$ cat config.mk
export PLATFORM = sky130hd
export DESIGN_NAME = time_uart_tx
export DESIGN_NICKNAME = d
export VERILOG_FILES = /design/src/rtl/time_uart_tx_pkg.sv /design/src/rtl/uart_byte_tx.sv /design/src/rtl/time_uart_tx.sv
export SDC_FILE = /design/constraint.sdc
export NUM_CORES = 1
export LEC_CHECK = 0
export CORE_UTILIZATION = 55
export CTS_CLUSTER_DIAMETER = 120
export DETAILED_ROUTE_END_ITERATION = 10
export PLACE_DENSITY_LB_ADDON = 0.3
export REMOVE_ABC_BUFFERS = 1
export SETUP_SLACK_MARGIN = 0.5
export SLEW_MARGIN = 20
export SYNTH_ARGS = -nofsm -noshare
export SYNTH_HDL_FRONTEND = slang
export SYNTH_HIERARCHICAL = 1
export SYNTH_SLANG_ARGS = --single-unit
$ cat constraint.sdc
create_clock -name clk -period 2.9 [get_ports clk]
set_input_delay 0.58 -clock clk [delete_from_list [all_inputs] [get_ports clk]]
set_output_delay 0.58 -clock clk [all_outputs]
set_load 0.01 [all_outputs]
$ cat src/rtl/time_uart_tx_pkg.sv
// Shared state encoding, constants and digit helper for the HH:MM:SS UART transmitter.
package time_uart_tx_pkg;

   typedef enum logic [2:0] {
      IDLE  = 3'd0,
      START = 3'd1,
      DATA  = 3'd2,
      STOP  = 3'd3,
      GAP   = 3'd4
   } tx_state_t;

   localparam int         DEFAULT_BIT_CYCLES = 5210;
   localparam int         NUM_BYTES          = 6;
   localparam logic [7:0] ASCII_ZERO         = 8'h30;

   // Saturates a 7-bit binary value at 99 and returns {tens, units}.
   function automatic logic [7:0] to_digits(input logic [6:0] value);
      logic [6:0] clamped;
      clamped = (value > 7'd99) ? 7'd99 : value;
      return {4'(clamped / 7'd10), 4'(clamped % 7'd10)};
   endfunction

endpackage

$ cat src/rtl/uart_byte_tx.sv
// Per-byte serializer: bit timer, bit index and the registered serial line,
// slaved to the sequencer state so framing follows START/DATA/STOP exactly.
module uart_byte_tx
   import time_uart_tx_pkg::*;
#(
   parameter int BIT_CYCLES = DEFAULT_BIT_CYCLES
) (
   input  logic       clk,
   input  logic       rst_n,
   input  tx_state_t  state,
   input  tx_state_t  next_state,
   input  logic [7:0] data,
   output logic       bit_end,
   output logic       last_bit,
   output logic       txd
);

   localparam int TW = (BIT_CYCLES > 1) ? $clog2(BIT_CYCLES) : 1;

   logic [TW-1:0] timer;
   logic [2:0]    bit_idx;
   logic [2:0]    bit_next;
   logic          txd_d;

   assign bit_end  = (timer == TW'(BIT_CYCLES - 1));
   assign last_bit = (bit_idx == 3'd7);

   // The line is registered from the next state so it changes cleanly on the
   // same edge as the state it represents.
   // NOTE: every variable assigned here gets a default first, so no latch is inferred.
   always_comb begin
      bit_next = bit_idx;
      txd_d    = 1'b1;
      if (state == DATA && bit_end) begin
         bit_next = bit_idx + 3'd1;
      end
      case (next_state)
         START:   txd_d = 1'b0;
         DATA:    txd_d = data[bit_next];
         default: txd_d = 1'b1;
      endcase
   end

   always_ff @(posedge clk or negedge rst_n) begin
      if (!rst_n) begin
         timer   <= '0;
         bit_idx <= '0;
         txd     <= 1'b1;
      end else begin
         txd <= txd_d;
         if (state == IDLE || bit_end) begin
            timer <= '0;
         end else begin
            timer <= timer + 1'b1;
         end
         if (state == IDLE) begin
            bit_idx <= '0;
         end else if (state == DATA && bit_end) begin
            bit_idx <= bit_next;
         end
      end
   end

endmodule

$ cat src/rtl/time_uart_tx.sv
// Sends a captured HH:MM:SS time as six ASCII digits over a UART line,
// followed by an idle gap and a one-cycle done pulse.
module time_uart_tx
   import time_uart_tx_pkg::*;
#(
   parameter int BIT_CYCLES = DEFAULT_BIT_CYCLES,
   parameter int GAP_BITS   = 2
) (
   input  logic       clk,
   input  logic       rst_n,
   input  logic       start,
   input  logic [6:0] hour,
   input  logic [6:0] minute,
   input  logic [6:0] second,
   output logic       uart,
   output logic       busy,
   output logic       done
);

   localparam int GW = (GAP_BITS > 1) ? $clog2(GAP_BITS) : 1;

   tx_state_t state;
   tx_state_t next_state;

   logic [2:0]                  byte_idx;
   logic [GW-1:0]               gap_idx;
   logic [NUM_BYTES-1:0][3:0]   digits;
   logic [7:0]                  hour_d, minute_d, second_d;
   logic [7:0]                  tx_byte;
   logic                        bit_end, last_bit, last_byte, last_gap, accept;
   logic                        busy_d, done_d;

   assign hour_d    = to_digits(hour);
   assign minute_d  = to_digits(minute);
   assign second_d  = to_digits(second);
   assign accept    = (state == IDLE) && start;
   assign last_byte = (byte_idx == 3'(NUM_BYTES - 1));
   assign last_gap  = (gap_idx == GW'(GAP_BITS - 1));
   assign tx_byte   = ASCII_ZERO + {4'h0, digits[byte_idx]};

   // NOTE: registers use non-blocking assignments so each one samples pre-edge values.
   always_ff @(posedge clk or negedge rst_n) begin
      if (!rst_n) begin
         state <= IDLE;
         busy  <= 1'b0;
         done  <= 1'b0;
      end else begin
         state <= next_state;
         busy  <= busy_d;
         done  <= done_d;
      end
   end

   always_comb begin
      next_state = state;
      case (state)
         IDLE:  if (start) next_state = START;
         START: if (bit_end) next_state = DATA;
         DATA:  if (bit_end && last_bit) next_state = STOP;
         STOP: begin
            if (bit_end) begin
               if (!last_byte)        next_state = START;
               else if (GAP_BITS > 0) next_state = GAP;
               else                   next_state = IDLE;
            end
         end
         GAP:   if (bit_end && last_gap) next_state = IDLE;
         default: next_state = IDLE;
      endcase
   end

   // Outputs are registered from the next state, so done lands in the first idle cycle.
   always_comb begin
      busy_d = (next_state != IDLE);
      done_d = (state != IDLE) && (next_state == IDLE);
   end

   // NOTE: the captured digits are reset with the control state so no X can reach the line.
   always_ff @(posedge clk or negedge rst_n) begin
      if (!rst_n) begin
         byte_idx <= '0;
         gap_idx  <= '0;
         digits   <= '0;
      end else begin
         if (next_state == IDLE) begin
            byte_idx <= '0;
            gap_idx  <= '0;
         end else begin
            if (state == STOP && bit_end && !last_byte) byte_idx <= byte_idx + 3'd1;
            if (state == GAP && bit_end)                gap_idx  <= gap_idx + 1'b1;
         end
         if (accept) begin
            digits <= {second_d[3:0], second_d[7:4], minute_d[3:0], minute_d[7:4],
                       hour_d[3:0], hour_d[7:4]};
         end
      end
   end

   uart_byte_tx #(.BIT_CYCLES(BIT_CYCLES)) u_byte_tx (
      .clk        (clk),
      .rst_n      (rst_n),
      .state      (state),
      .next_state (next_state),
      .data       (tx_byte),
      .bit_end    (bit_end),
      .last_bit   (last_bit),
      .txd        (uart)
   );

endmodule

==> results.md <==
- I/O Buffers: 26
- WS Path Type: in -> reg
- Total global-route track usage: 29.7%
- Worst-case vdd ir drop: 0.000216 V
- Status: complete, but fails checks
- Post-route cell area: 5920 um2
- Final Worst Setup Slack: -475 ps
- Crit path required time: 3100 ps
- Failing checks: negative setup slack
- Synth-to-Final Area Change: 41.9%
- CTS H-tree lvls: 2
- Combinational group share of total power: 41.9%
- Final Skew: 8.96 ps
- Vias in the first global route: 4191
- Initial Util: 57.3%
- Detailed-route via count: 4283
- Worst Tran Pin Value: 600 ps
- Core box area: 7290 um2
- Sw Ratio: 32.2%
- Leakage Power: 0.00271 uW
- Worst-path clk slew: 100 ps
- Grt total ovfl: 0
- HPWL after DPL: 7590 um
- # setup viols final: 12
- Sequential cell area fraction in the yosys report: 30.0%
- Pwr dens: 328 nW/um2
- Final net count: 676
- Total power: 1940 uW
- Die Ht: 89.1 um
- Max-cap violations: 0
- Hold Buf Count CTS: 0
- Reg power frac: 35.9%
- Avg Inst Size Synth: 8.56 um2
- Post-Synthesis Cells: 488
- Internal power: 1320 uW
- Fillcell total: 439
- Clock Path Buffers: 2
- Drt pass-1 iters: 5
- # clock sinks: 50
- Critical Path Fanout Max: 3
- Cell area after synthesis: 4180 um2
- Number of buffers created by CTS: 5
- Max-slew violations: 0
- Io pins: 27
- Post-synth EDFFs: 0
- Largest net degree at the start of global routing: 37
- Final hold violations: 0
- First-pass GRT wire length: 18500 um
- Root buf cell: clkbuf_8
- Placed Cells incl. Taps: 695
- Syn. warnings: 6
- Headroom to the max-slew limit: 60.0%
- Startpoint Class: input port
- TNS Setup: -3320 ps
- WL/cell: 15.9 um
- Initial antenna violation count: 0
- Die X: 89.1 um
- Worst min-delay path class: in -> async
- Fin crit period: 3380 ps
- Synth unique cells: 88
- Num rows: 31
- Setup crit end kind: register
- Period utilization: 116%
- Achievable Freq: 296 MHz
- Initial DRC count: 254
- Ys async rst share: 100%
- DP Area: 5200 um2
- Top_reg_cell synth: dfrtp_1
- RSZ-0062 raised after global routing: true
- Psw: 626 uW
- Clock latency on the worst-skew pair: 320 ps
- Die ar.: 7950 um2
- Layout Cells excl Fill: 737
- Share of layout cells above drive strength 1: 37.1%
- N_diodes: 0
- Final Wtd Congestion: 0.877
- Worst EP arrival: 3580 ps
- DRC errors left: 0
- Vias per Instance: 5.81
- Detailed Route WL: 11700 um
- Post-DRT Antenna Nets: 0
- Clock power share: 22.3%
- #FFs+latches synth: 50
- CTS tree: done
-- flip-flops by register name (all words and copies together), names as in the netlist --
signal / flops
digits: 24
u_byte_tx/timer: 13
byte_idx: 3
state: 3
u_byte_tx/bit_idx: 3
busy: 1
done: 1
gap_idx: 1
u_byte_tx/txd: 1
-- final timing paths --
kind | from | to | slack, ps | cells past startpoint
max in group asynchronous | rst_n | digits[16]$_DFFE_PN0P_ | 1980 | 2
min reg2reg | digits[13]$_DFFE_PN0P_ | digits[13]$_DFFE_PN0P_ | 490 | 2
min | rst_n | u_byte_tx/timer[3]$_DFF_PN0_ | 160 | 1
min in group clk | digits[13]$_DFFE_PN0P_ | digits[13]$_DFFE_PN0P_ | 490 | 2
max reg2reg | u_byte_tx/timer[1]$_DFF_PN0_ | u_byte_tx/txd$_DFF_PN1_ | 540 | 11
max | hour[4] | digits[5]$_DFFE_PN0P_ | -480 | 18
-- Yosys cell counts (all sizes together), types with 2 or more instances --
| cell | number | share of area (%) |
|---|---|---|
| a21boi | 4 | 0.72 |
| a211o | 3 | 0.63 |
| o21a | 5 | 0.90 |
| mux2 | 3 | 0.90 |
| clkbuf | 10 | 0.90 |
| a31oi | 5 | 1.1 |
| and3 | 11 | 1.7 |
| nor4b | 2 | 0.78 |
| a21o | 7 | 1.3 |
| mux4 | 6 | 3.2 |
| nor2 | 54 | 4.9 |
| o22ai | 5 | 0.75 |
| or3 | 3 | 0.45 |
| nand2b | 10 | 1.5 |
| a311o | 2 | 0.48 |
| mux2i | 14 | 3.4 |
| o221ai | 6 | 1.6 |
| nor3b | 7 | 1.4 |
| o21ai | 37 | 4.7 |
| o21ba | 3 | 0.72 |
| ha | 15 | 4.5 |
| a21oi | 17 | 2.1 |
| o32a | 3 | 0.72 |
| xnor2 | 11 | 2.3 |
| o311ai | 2 | 0.60 |
| nand4 | 2 | 0.66 |
| a22oi | 2 | 0.48 |
| o211a | 3 | 0.72 |
| o211ai | 8 | 1.6 |
| and4b | 2 | 0.48 |
| or3b | 2 | 0.42 |
| nand2 | 58 | 5.5 |
| or2 | 4 | 0.60 |
| o31a | 2 | 0.42 |
| buf | 10 | 1.5 |
| dfrtp | 49 | 29 |
| inv | 27 | 2.4 |
| nor2b | 4 | 0.60 |
| nand3b | 4 | 0.72 |
| and2 | 7 | 1.0 |
| a211oi | 8 | 1.9 |
| nand3 | 6 | 0.72 |
| nor3 | 13 | 1.6 |
| xor2 | 11 | 2.5 |
| conb | 2 | 0.18 |
-- timing repair --
action | 4_1_cts | 5_1_grt
buffers inserted | 19 | 15
gates resized for setup | 114 | 28
pin swaps | 50 | 42
setup endpoints to repair | 25 | 23
-- critical path, cell delays in order --
cell and delay [ps]:
buf_8 100, inv_6 50, a21oi_4 40, ha_4 170
or3_1 340, o311a_1 160, inv_2 70, ha_4 200
o211a_1 200, a311o_1 370, a31oi_4 250, xor2_2 170
inv_1 60, ha_2 170, a21o_1 160, o221ai_2 210
xor2_1 190, o21ai_1 70
-- stage by stage --
stage | worst slack, ps | utilization (%) | hold slack [ps]
6_report | -475 | 81.2 | 156
5_1_grt | -574 | 81.2 | 188
4_1_cts | -461 | 78.4 | 163
3_5_place_dp | -1350 | 71.3 | 470
3_3_place_gp | -1170 | 71.3 | 461
2_1_floorplan | -889 | - | 284
-- layer usage --
layer | vias up | track usage (%) | wire length (um)
met1 | 2083 | 35.5 | 4960
met2 | 117 | 53.0 | 6110
met4 | 0 | 12.0 | 298
met5 | - | 0 | 0
li1 | 2053 | - | -
met3 | 30 | 4.99 | 341
-- power by group through the flow --
stage	Sequential (uW)	Combinational [uW]	Clock (uW)
after global placement	710	591	0
after floorplan	711	316	0
after detailed placement	710	612	0
after global routing	697	873	458
after CTS	697	740	435
final	697	814	433
-- final cells by class --
type,instances,area [um2],share of cell area [%]
multi-input combinational,397,3030,51.1
timing repair buffer,156,1320,22.3
sequential,50,1250,21.1
tap,99,124,2.09
inverter,27,106,1.80
clock buffer,5,68.8,1.16
clock inverter,3,25.0,0.422
-- layout by cell type, fill, tap and decap left out, types with 5 or more instances in the layout --
| cell | n |
|---|---|
| buf_4 | 113 |
| nor2_1 | 52 |
| nand2_1 | 51 |
| dfrtp_1 | 49 |
| o21ai_0 | 22 |
| buf_6 | 20 |
| inv_1 | 19 |
| clkdlybuf4s50_1 | 16 |
| o21ai_1 | 13 |
| nor3_1 | 12 |
| mux2i_1 | 12 |
| a21oi_1 | 10 |
| xor2_1 | 10 |
| nand2b_1 | 9 |
| xnor2_1 | 9 |
| conb_1 | 8 |
| inv_2 | 7 |
| o211ai_1 | 7 |
| and3_1 | 7 |
| nor3b_1 | 6 |
| a21o_1 | 6 |
| mux4_2 | 6 |
| ha_1 | 6 |
| and2_1 | 5 |
| o21a_1 | 5 |
| nand3_1 | 5 |
| a21oi_2 | 5 |
| ha_4 | 5 |
| clkbuf_8 | 5 |
| buf_8 | 5 |
-- kinds of logic (layout without fill, tap and decap cells) --
family | count (synthesis) | after routing | synth area share [%]
muxes | 23 | 23 | 7.49
other | 2 | 8 | 0.180
DFF | 50 | 50 | 30.0
xor gates and xnor gates | 22 | 22 | 4.79
adders and majority gates | 15 | 15 | 4.49
buffers and inverters | 47 | 191 | 4.82
and+or+nand+nor | 195 | 195 | 24.2
AOI/OAI and AO/OA | 134 | 134 | 24.0
(Power assumes the default switching activity.)
==> edit (same settings) <==
`GAP_BITS`: 2 -> 4.
--- a/src/rtl/time_uart_tx.sv
+++ b/src/rtl/time_uart_tx.sv
@@ -4,7 +4,7 @@
    import time_uart_tx_pkg::*;
 #(
    parameter int BIT_CYCLES = DEFAULT_BIT_CYCLES,
-   parameter int GAP_BITS   = 2
+   parameter int GAP_BITS   = 4
 ) (
    input  logic       clk,
    input  logic       rst_n,
Behaviour: same outputs for any inputs over 10 cycles, from zero or initial values and one cycle with rst_n low; that may be too few to reach the edited logic, so the function may still have changed.
==> edit against the original RTL <==
The run still ends with setup timing left. Clock skew up 3.4 ps. Area after synthesis increased by 2.6%. Sequential cell count up 1. Worst setup slack worse by 430 ps. Design area is 7.2% higher. Routed wire length grew 20%. Total power is 43% higher. Via count increased by 12%.
==> edit: results (changes against the original RTL) <==
- Layout Utilization: 85.73% (was 81.25%)
- First-pass GRT wire length: 21310 um (was 18540 um)
- HPWL reported at the end of detailed placement: 8087 um (was 7587 um)
- Post-DR vias/cell: 6.220 (was 5.811)
- LEAKAGE: 2.845 nW (was 2.708 nW)
- Clk Latency, worst-skew pair: 300 ps (was 320 ps)
- Post_cts resized: 143 (was 114)
- CP max FO: 4 (was 3)
- Peak VDD IR: 0.0002434 V (was 0.0002163 V)
- Post-synth top cells: nor2_1, nand2_1, dfrtp_1 (was nand2_1, nor2_1, dfrtp_1)
- Slowest-stage cell, CP: a221o_2 (was a311o_1)
- Status: finished, violations left (unchanged)
- HP Class: in -> async (unchanged)
- Final setup viols: 12 (unchanged)
- Area after DPL: 0.005326 mm^2 (was 0.005199 mm^2)
- Post-Place Cells: 720 (was 695)
- DRT Wirelength: 14000 um (was 11710 um)
- Critical path's largest stage delay: 410 ps (was 370 ps)
- Mux share of post-synthesis cell area: 6.803% (was 7.490%)
- Area growth syn-to-layout: 48.20% (was 41.85%)
- Seq area share: 20.11% (was 21.14%)
- Fin nets: 711 (was 676)
- Fill cells: 375 (was 439)
- Multi-input gates: 419 (was 397)
- Wire per inst: 18.16 um (was 15.89 um)
- Critical Path AT: 4000 ps (was 3580 ps)
- Seq group: 0.974 mW (was 0.697 mW)
- Final WS setup: -909.5 ps (was -475.5 ps)
- Largest net degree at the start of global routing: 32 (was 37)
- Sw Ratio: 36.11% (was 32.20%)
- Fraction of area in multi-input gates: 52.90% (was 51.13%)
- Placer Congestion: 0.9719 (was 0.8774)
- Clk sink count: 51 (was 50)
- Clk pwr share: 15.0% (was 22.3%)
- Signal buffers: 173 (was 156)
- Synth Area in XOR/XNOR: 4.438% (was 4.793%)
- Failing checks: setup timing (unchanged)
- Postcts setup bufs: 30 (was 19)
- Final TNS setup: -5043 ps (was -3317 ps)
- Compound-gate portion of the synthesized area: 21.75% (was 24.00%)
- Register area share after synthesis: 29.81% (was 29.99%)
- Pre-CTS WS: -1720 ps (was -1348 ps)
- Share of layout cells above drive strength 1: 41.67% (was 37.15%)
- Pwr Total: 2.775 mW (was 1.943 mW)
- Setup Skew: 12.32 ps (was 8.960 ps)
- First-pass DRT Iterations: 7 (was 5)
- Slew HR: 62.65% (was 59.98%)
- Sequential cell area: 0.001277 mm^2 (was 0.001252 mm^2)
- Non-clk buf share: 22.28% (was 22.26%)
==> edit: changes by cell type in the layout (fill, tap and decap cells not counted), sizes merged, moves of 4 or more <==
| cell | delta |
|---|---|
| nand2 | +4 |
| nor3b | -5 |
| nand4b | +4 |
| a21oi | +4 |
| o21ai | -7 |
| or3 | +5 |
| nor2 | +10 |
| buf | +17 |
| inv | -7 |
| a31oi | +4 |
==> edit: layer usage <==
layer / global-route usage (%) / share of wire, % / up-vias
li1: - / - / 2159
met1: 37.96 / 39 / 2336
met2: 57.12 / 51 / 239
met3: 3.030 / 6.1 / 62
met4: 14.38 / 3.9 / 0
met5: 0 / 0 / -
==> edit: final timing paths <==
kind	slack (ps)	to	startpoint	cells after the start
min	260	u_byte_tx/timer[3]	rst_n	1
min in group clk	490	digits[17]	digits[17]	2
max	-910	digits[22]	second[6]	21
min reg2reg	490	digits[17]	digits[17]	2
max in group asynchronous	1900	digits[12]	rst_n	2
max reg2reg	450	u_byte_tx/txd	u_byte_tx/timer[1]	10
